**src/rtl/bsg_manycore_mmio_pkg.sv**
```systemverilog
// Shared encodings and response payload for the manycore MMIO responder.
// Latency: n/a (types only).
// Backpressure: n/a (types only).
//
// Address map seen by the responder (word addresses):
//   0 .. els_p-1  register file words
//   els_p         print-stat port; only a store is legal here, and it has
//                 no effect on the registers
//   > els_p       unmapped; any access flags a protocol error
package bsg_manycore_mmio_pkg;

    typedef enum logic [1:0] {
        e_mmio_load     = 2'd0,
        e_mmio_store    = 2'd1,
        e_mmio_amoadd   = 2'd2,
        e_mmio_reserved = 2'd3
    } bsg_manycore_mmio_op_e;

    typedef enum logic {
        e_resp_credit = 1'b0,
        e_resp_int_wb = 1'b1
    } bsg_manycore_mmio_resp_type_e;

endpackage

// Response payload, parameterized by the instantiating module's widths.
`ifndef BSG_MANYCORE_MMIO_RESP_DECLARED
`define BSG_MANYCORE_MMIO_RESP_DECLARED
`define declare_BSG_MANYCORE_MMIO_RESP_S(data_width_mp, reg_id_width_mp, x_cord_width_mp, y_cord_width_mp) \
    typedef struct packed {                                              \
        bsg_manycore_mmio_pkg::bsg_manycore_mmio_resp_type_e resp_type;  \
        logic [data_width_mp-1:0]   data;                                \
        logic [reg_id_width_mp-1:0] reg_id;                              \
        logic [x_cord_width_mp-1:0] dest_x;                              \
        logic [y_cord_width_mp-1:0] dest_y;                              \
    } bsg_manycore_mmio_resp_s
`endif

```
**src/rtl/bsg_fifo_1r1w_small.sv**
```systemverilog
// Small one-read one-write FIFO holding els_p entries of width_p bits.
// Latency: a write is visible at the head the cycle after it is enqueued.
// Backpressure: ready_o comes from the registered count only; a full FIFO
//               stays not-ready even in a cycle where it is being dequeued.
//
// Ports:
//   clk_i, reset_i     clock, synchronous active-high reset
//   v_i/ready_o/data_i enqueue side (enqueue on v_i & ready_o)
//   v_o/data_o/yumi_i  dequeue side (yumi_i only while v_o is high)
module bsg_fifo_1r1w_small #(
    parameter int width_p = 8,
    parameter int els_p   = 2
) (
    input  logic               clk_i,
    input  logic               reset_i,
    input  logic               v_i,
    output logic               ready_o,
    input  logic [width_p-1:0] data_i,
    output logic               v_o,
    output logic [width_p-1:0] data_o,
    input  logic               yumi_i
);

    localparam int ptr_width_lp = (els_p > 1) ? $clog2(els_p) : 1;
    localparam int cnt_width_lp = $clog2(els_p + 1);
    localparam logic [ptr_width_lp-1:0] last_ptr_lp = ptr_width_lp'(els_p - 1);
    localparam logic [cnt_width_lp-1:0] full_cnt_lp = cnt_width_lp'(els_p);

    logic [width_p-1:0]      mem_r [els_p];
    logic [ptr_width_lp-1:0] wr_ptr_r;
    logic [ptr_width_lp-1:0] rd_ptr_r;
    logic [cnt_width_lp-1:0] count_r;
    logic                    enq;
    logic                    deq;

    assign ready_o = (count_r != full_cnt_lp);
    assign v_o     = (count_r != '0);
    assign data_o  = mem_r[rd_ptr_r];
    assign enq     = v_i & ready_o;
    assign deq     = yumi_i & v_o;

    // Pointers wrap explicitly so non-power-of-two depths work.
    function automatic logic [ptr_width_lp-1:0] next_ptr(input logic [ptr_width_lp-1:0] p);
        return (p == last_ptr_lp) ? '0 : p + ptr_width_lp'(1);
    endfunction

    always_ff @(posedge clk_i) begin
        if (enq) begin
            mem_r[wr_ptr_r] <= data_i;
        end
    end

    always_ff @(posedge clk_i) begin
        if (reset_i) begin
            wr_ptr_r <= '0;
            rd_ptr_r <= '0;
            count_r  <= '0;
        end else begin
            if (enq) begin
                wr_ptr_r <= next_ptr(wr_ptr_r);
            end
            if (deq) begin
                rd_ptr_r <= next_ptr(rd_ptr_r);
            end
            if (enq & ~deq) begin
                count_r <= count_r + cnt_width_lp'(1);
            end else if (~enq & deq) begin
                count_r <= count_r - cnt_width_lp'(1);
            end
        end
    end

endmodule

```
**src/rtl/bsg_manycore_mmio_responder.sv**
```systemverilog
// Manycore-side responder: load / masked store / amoadd on a small register
//   file, with a print-stat port one word past the end of the registers.
// Latency: a request accepted in cycle N is answered at the earliest in N+1.
// Backpressure: req_ready_o drops while the response queue is full (no
//   same-cycle bypass); resp_* hold steady until resp_ready_i.
//
// Ports:
//   clk_i, reset_i        clock, synchronous active-high reset
//   req_*                 decoded request (valid/ready), op/addr/data/mask,
//                         requester coordinates and tag
//   resp_*                response (valid/ready): credit or int_wb with data,
//                         echoed tag and requester coordinates
//   stat_v_o, stat_tag_o  one-cycle print-stat pulse and its tag
//   error_o               sticky flag for unmapped or illegal requests
module bsg_manycore_mmio_responder
    import bsg_manycore_mmio_pkg::*;
#(
    parameter int x_cord_width_p = 7,
    parameter int y_cord_width_p = 7,
    parameter int addr_width_p   = 28,
    parameter int data_width_p   = 32,
    parameter int els_p          = 16,
    parameter int fifo_els_p     = 2,
    parameter int reg_id_width_p = 5
) (
    input  logic                      clk_i,
    input  logic                      reset_i,

    input  logic                      req_v_i,
    output logic                      req_ready_o,
    input  logic [1:0]                req_op_i,
    input  logic [addr_width_p-1:0]   req_addr_i,
    input  logic [data_width_p-1:0]   req_data_i,
    input  logic [data_width_p/8-1:0] req_mask_i,
    input  logic [x_cord_width_p-1:0] req_src_x_i,
    input  logic [y_cord_width_p-1:0] req_src_y_i,
    input  logic [reg_id_width_p-1:0] req_reg_id_i,

    output logic                      resp_v_o,
    input  logic                      resp_ready_i,
    output logic                      resp_type_o,
    output logic [data_width_p-1:0]   resp_data_o,
    output logic [reg_id_width_p-1:0] resp_reg_id_o,
    output logic [x_cord_width_p-1:0] resp_dest_x_o,
    output logic [y_cord_width_p-1:0] resp_dest_y_o,

    output logic                      stat_v_o,
    output logic [data_width_p-1:0]   stat_tag_o,
    output logic                      error_o
);

    localparam int lg_els_lp     = (els_p > 1) ? $clog2(els_p) : 1;
    localparam int mask_width_lp = data_width_p / 8;
    localparam logic [addr_width_p-1:0] stat_addr_lp = addr_width_p'(els_p);

    `declare_BSG_MANYCORE_MMIO_RESP_S(data_width_p, reg_id_width_p, x_cord_width_p, y_cord_width_p);

    bsg_manycore_mmio_resp_s resp_in;
    bsg_manycore_mmio_resp_s resp_out;

    logic [data_width_p-1:0] regs_r [els_p];
    logic                    stat_v_r;
    logic [data_width_p-1:0] stat_tag_r;
    logic                    error_r;

    bsg_manycore_mmio_op_e   op;
    logic                    in_range;
    logic [lg_els_lp-1:0]    idx;
    logic [data_width_p-1:0] rd_data;
    logic [data_width_p-1:0] wr_data;
    logic                    wr_en;
    logic                    stat_hit;
    logic                    bad_req;
    logic                    fifo_ready;
    logic                    fifo_v;
    logic                    accept;

    assign op       = bsg_manycore_mmio_op_e'(req_op_i);
    assign in_range = (req_addr_i < stat_addr_lp);
    assign idx      = req_addr_i[lg_els_lp-1:0];

    // Reset gates ready directly so nothing is accepted while the queue is
    // being cleared.
    assign req_ready_o = ~reset_i & fifo_ready;
    assign accept      = req_v_i & req_ready_o;

    // Decode and build the response in the accept cycle; the register write
    // commits on the same edge, so a back-to-back request to the same word
    // reads the updated value.
    always_comb begin
        rd_data        = regs_r[idx];
        wr_data        = rd_data;
        wr_en          = 1'b0;
        stat_hit       = 1'b0;
        bad_req        = 1'b0;
        resp_in        = '0;
        resp_in.reg_id = req_reg_id_i;
        resp_in.dest_x = req_src_x_i;
        resp_in.dest_y = req_src_y_i;

        if (op == e_mmio_reserved) begin
            resp_in.resp_type = e_resp_int_wb;
            bad_req           = 1'b1;
        end else if (in_range) begin
            case (op)
                e_mmio_load: begin
                    resp_in.resp_type = e_resp_int_wb;
                    resp_in.data      = rd_data;
                end
                e_mmio_store: begin
                    resp_in.resp_type = e_resp_credit;
                    wr_en             = 1'b1;
                    for (int b = 0; b < mask_width_lp; b++) begin
                        if (req_mask_i[b]) begin
                            wr_data[8*b +: 8] = req_data_i[8*b +: 8];
                        end
                    end
                end
                e_mmio_amoadd: begin
                    resp_in.resp_type = e_resp_int_wb;
                    resp_in.data      = rd_data;
                    wr_en             = 1'b1;
                    wr_data           = rd_data + req_data_i;
                end
                default: begin
                    resp_in.resp_type = e_resp_int_wb;
                end
            endcase
        end else if ((op == e_mmio_store) && (req_addr_i == stat_addr_lp)) begin
            resp_in.resp_type = e_resp_credit;
            stat_hit          = 1'b1;
        end else begin
            // Unmapped, or a non-store at the stat port: answer anyway so the
            // requester's credit accounting stays intact.
            resp_in.resp_type = (op == e_mmio_store) ? e_resp_credit : e_resp_int_wb;
            bad_req           = 1'b1;
        end
    end

    always_ff @(posedge clk_i) begin
        if (reset_i) begin
            for (int i = 0; i < els_p; i++) begin
                regs_r[i] <= '0;
            end
            stat_v_r   <= 1'b0;
            stat_tag_r <= '0;
            error_r    <= 1'b0;
        end else begin
            if (accept & wr_en) begin
                regs_r[idx] <= wr_data;
            end
            stat_v_r <= accept & stat_hit;
            if (accept & stat_hit) begin
                stat_tag_r <= req_data_i;
            end
            if (accept & bad_req) begin
                error_r <= 1'b1;
            end
        end
    end

    bsg_fifo_1r1w_small #(
        .width_p ($bits(bsg_manycore_mmio_resp_s)),
        .els_p   (fifo_els_p)
    ) resp_fifo (
        .clk_i   (clk_i),
        .reset_i (reset_i),
        .v_i     (accept),
        .ready_o (fifo_ready),
        .data_i  (resp_in),
        .v_o     (fifo_v),
        .data_o  (resp_out),
        .yumi_i  (fifo_v & resp_ready_i)
    );

    assign resp_v_o      = fifo_v;
    assign resp_type_o   = resp_out.resp_type;
    assign resp_data_o   = resp_out.data;
    assign resp_reg_id_o = resp_out.reg_id;
    assign resp_dest_x_o = resp_out.dest_x;
    assign resp_dest_y_o = resp_out.dest_y;

    assign stat_v_o   = stat_v_r;
    assign stat_tag_o = stat_tag_r;
    assign error_o    = error_r;

endmodule

```
**config.mk**
```make
export PLATFORM = sky130hd
export DESIGN_NAME = bsg_manycore_mmio_responder
export DESIGN_NICKNAME = d
export VERILOG_FILES = /design/src/rtl/bsg_manycore_mmio_pkg.sv /design/src/rtl/bsg_fifo_1r1w_small.sv /design/src/rtl/bsg_manycore_mmio_responder.sv
export SDC_FILE = /design/constraint.sdc
export NUM_CORES = 1
export LEC_CHECK = 0
export BUFFER_PORTS_ARGS = -buffer_cell sky130_fd_sc_hd__buf_2
export CORE_MARGIN = 2
export CORE_UTILIZATION = 60
export CTS_CLUSTER_SIZE = 40
export DETAILED_ROUTE_END_ITERATION = 8
export GPL_ROUTABILITY_DRIVEN = 0
export PLACE_DENSITY_LB_ADDON = 0.3
export SLEW_MARGIN = 20
export SYNTH_ARGS = -nofsm -noshare
export SYNTH_HDL_FRONTEND = slang
export SYNTH_SLANG_ARGS = --single-unit
```
**constraint.sdc**
```tcl
create_clock -name clk_i -period 8.1 [get_ports clk_i]
set_input_delay 0.405 -clock clk_i [delete_from_list [all_inputs] [get_ports clk_i]]
set_output_delay 0.405 -clock clk_i [all_outputs]
set_load 0.03 [all_outputs]
```
==> flow_metrics.tcl <==
set metrics [dict create \
    synth_compound_area_share_pct 5.40 \
    cts_hold_buffers 19 \
    layout_commonest_cell "edfxtp_1" \
    wl_met1_um 29100 \
    rsz0062_at_grt "false" \
    worstPathCellList "buf_4 -> buf_4 -> mux4_2 -> mux4_2 -> ha_1 -> nand3_1 -> or4_1 -> a21oi_1 -> o21ai_0 -> a211oi_1 -> nor3_1 -> nand3b_1 -> a21oi_1" \
    power_frac_seq_pct 48.4 \
    dieArea_um2 52400 \
    critPathKind "in -> reg" \
    gr-usage-all-layers_pct 32.6 \
    clockRootBuffer "clkbuf_16" \
    yosys.area_share.simple_pct 11.7 \
    antenna_found_initial 0 \
    synthXorXnorAreaFrac_pct 0.693 \
    syn_area_per_cell_um2 13.8 \
    r2r_start "regs_r[10][6]" \
    synth.distinct_cells 74 \
    fin_ws_ns 2.61 \
    core_um2 50100 \
    p_sw_mw 2.12 \
    chipHeight_um 229 \
    wl_um 85500 \
    htreeDepth 2 \
    whs_path_depth 3 \
    pin_count 177 \
    ant_nets 0 \
    netlist_area_um2 30300 \
    clock_sinks 655 \
    synth_top_area_share_pct 61.0 \
    cts-resized-gates 0 \
    cp-endpoint "regs_r[9][30]" \
    period_minus_slack_ns 5.49 \
    synth_top_family_by_area "multiplexers" \
    cts_tree "done" \
    critPathSlowestCell "buf_4" \
    initial_utilization_pct 60.6 \
    topRoutingLayerUsed "met4" \
    seq_area_um2 19300 \
    synth_fa_ha_area_share_pct 1.55 \
    synth_largest_area_cell "edfxtp_1" \
    max_freq_mhz 182 \
    combPwrFrac_pct 15.7 \
    diodes 0 \
    synth_area_leaders "edfxtp_1 61%, mux4_2 10%, nor2_1 6.5%, dfxtp_1 2.6%, mux2_2 2.1%" \
    mostFrequentLayoutCells "616 x edfxtp_1, 527 x nor2_1, 174 x buf_2" \
    synth_nets 2328 \
    clockBufferDepth 3 \
    synth-edff-count 616 \
    reg2regPathDepth 11 \
    dp_hpwl_um 49000 \
    fillers 3324 \
    rows 82 \
    clock_latency_ns 0.64 \
    fin_util_pct 67.6 \
    vias 20100 \
    leakagePower_nw 12.1 \
    period_share_pct 67.8 \
    cp-end-kind "flip-flop" \
    setup_viol 0 \
    drt_iter0_drc 2649 \
    critPathTopFamily "buffers and inverters" \
    stdcell_count 3060 \
    drt_pass1_iterations 6 \
    grt_overflow 0 \
    portBuffers 176 \
    p_int_mw 5.90 \
    maxCapViolations 0 \
    worstPathArrival_ns 5.96 \
    swShare_pct 26.4 \
    finalMaxSlewViolations 0 \
    wl_met3_um 10500 \
    yosysSeqAreaShare_pct 63.6 \
    detail_route.wl_per_cell_um 27.9 \
    regToRegSetupSlack_ns 2.97 \
    path_max_fanout 67 \
    crit_cells 13 \
    power_mw 8.02 \
    synth_seq_cells 655 \
    multi_input_area_um2 10200 \
    grt_pass1_vias 20000 \
    place_ws_ns 2.09 \
    report.final.hold_viol_count 0 \
    startpoint "req_addr_i[1]" \
    worst_slew_pin_slew_ns 1.10 \
    hp-start "req_data_i[3]" \
    drc 0 \
    layout.nets 2466 \
    power_density_nw_per_um2 237 \
    dp_cells 2931 \
    grt_pass1_wl_um 125000 \
    grt_max_degree 85 \
    dieWidth_um 229 \
    synthMuxAreaShare_pct 13.9 \
    clkPwrFrac_pct 35.9 \
    hold_path.class "in -> reg" \
    cts_buffers 59 \
    drive_gt1_share_pct 24.7 \
    relSlewSlack_pct 25.7 \
    finClkSkew_ns 0.0253 \
    viasPerCell 6.58 \
    crit_path_max_incr_delay_ns 0.73 \
    yosys_warnings 0 \
    area_delta_synth_final_pct 11.6 \
    cts_setup_buffers 0 \
    vdd_drop_max_v 0.000197 \
    start_kind "input port" \
    worst-path-buf-inv 2 \
    tns_ns 0 \
    synthArstFlopShare_pct 0 \
    clkTransAtPathRegs_ns 0.07 \
    met2_length_um 41400 \
    worstReg2RegEnd "regs_r[13][29]" \
    synth_ff_type "edfxtp_1" \
    netlist_instances 2202 \
    status "finished, final reports clean" \
    crit_required_ns 8.57 \
]
-- registers in the layout (all words and copies together), names as in the netlist, named ones only --
name and flops:
regs_r 512, resp_fifo.mem_r 104, stat_tag_o 32, resp_fifo.count_r 2
error_o 1, resp_fifo.rd_ptr_r 1, resp_fifo.wr_ptr_r 1, stat_v_o 1
-- worst min path at each step --
stage / endpoint / slack (ns)
after detailed placement: stat_tag_o[28] / 0.44
after CTS: stat_tag_o[3] / 0.04
after floorplan: resp_fifo.count_r[1] / 0.47
after global placement: stat_tag_o[21] / 0.43
after global routing: stat_tag_o[10] / 0.07
final: stat_tag_o[3] / 0.06
-- cell usage after synthesis, types with 3 or more instances --
cell,instances
a211oi_1,3
a21o_1,9
a21oi_1,100
a21oi_2,19
a221oi_4,5
a22o_1,4
a31oi_1,4
and2_1,26
and3_1,7
buf_1,8
buf_2,24
buf_4,26
buf_6,7
clkbuf_1,100
dfxtp_1,39
edfxtp_1,616
ha_1,36
inv_1,25
mux2_2,56
mux2i_1,5
mux4_1,15
mux4_2,140
nand2_1,142
nand2b_1,26
nand3_1,33
nand3b_1,3
nand4_1,24
nor2_1,529
nor2_2,10
nor2b_1,4
nor3_1,12
nor3b_1,3
nor4_1,6
o2111ai_1,3
o211ai_1,7
o21a_1,11
o21ai_0,36
o22ai_1,5
or2_2,3
or3_1,4
xnor2_1,16
xor2_1,8
-- power groups by stage --
| stage | combinational (mW) | sequential [mW] | clock (mW) |
|---|---|---|---|
| 2_1_floorplan | 0.909 | 3.93 | 0 |
| 4_1_cts | 1.24 | 3.88 | 2.89 |
| 3_3_place_gp | 1.21 | 3.94 | 0 |
| 6_report | 1.26 | 3.88 | 2.88 |
| 3_5_place_dp | 1.22 | 3.95 | 0 |
| 5_1_grt | 1.33 | 3.89 | 3.00 |
-- cell type report --
cell class                      count  area share (%)
Inverter                           26           0.288
Clock buffer                       74            4.80
Sequential cell                   655            56.9
Multi-Input combinational cell   1353            30.0
Clock inverter                     35            1.09
Tap cell                          672            2.48
Timing Repair Buffer              245            4.36
-- metrics by stage --
stage               cell area [um2]  hold WS [ns]
detailed placement            31600         0.440
global route                  33900        0.0669
global placement              31600         0.435
floorplan                     30300         0.467
finish                        33900        0.0607
CTS                           33800        0.0405
-- worst reg2reg max path: stages, from the launching register on --
cell and delay, ns:
edfxtp_1 0.40, mux4_2 0.49, mux4_2 0.55, ha_1 0.42
a211oi_1 0.59, nor2_1 0.18, o41ai_2 0.49, a31oi_1 0.27
o21a_1 0.22, a211o_1 0.24, a211oi_2 0.86, nor2_1 0.12
-- cells by family (layout without fill, tap and decap cells) --
family,Yosys count,in the layout
buffers and inverters,194,380
DFF,655,655
adders and majority gates,37,37
AOI/OAI and AO/OA,236,236
xor gates and xnor gates,24,24
muxes,216,216
and+or+nand+nor,840,840
-- metal layers --
layer	vias to the layer above	track usage (%)
met5	-	0
met4	0	15.6
met2	1547	54.5
li1	8436	-
met3	343	6.79
met1	9823	41.2
Note: power is estimated with default switching activity, not from simulation.
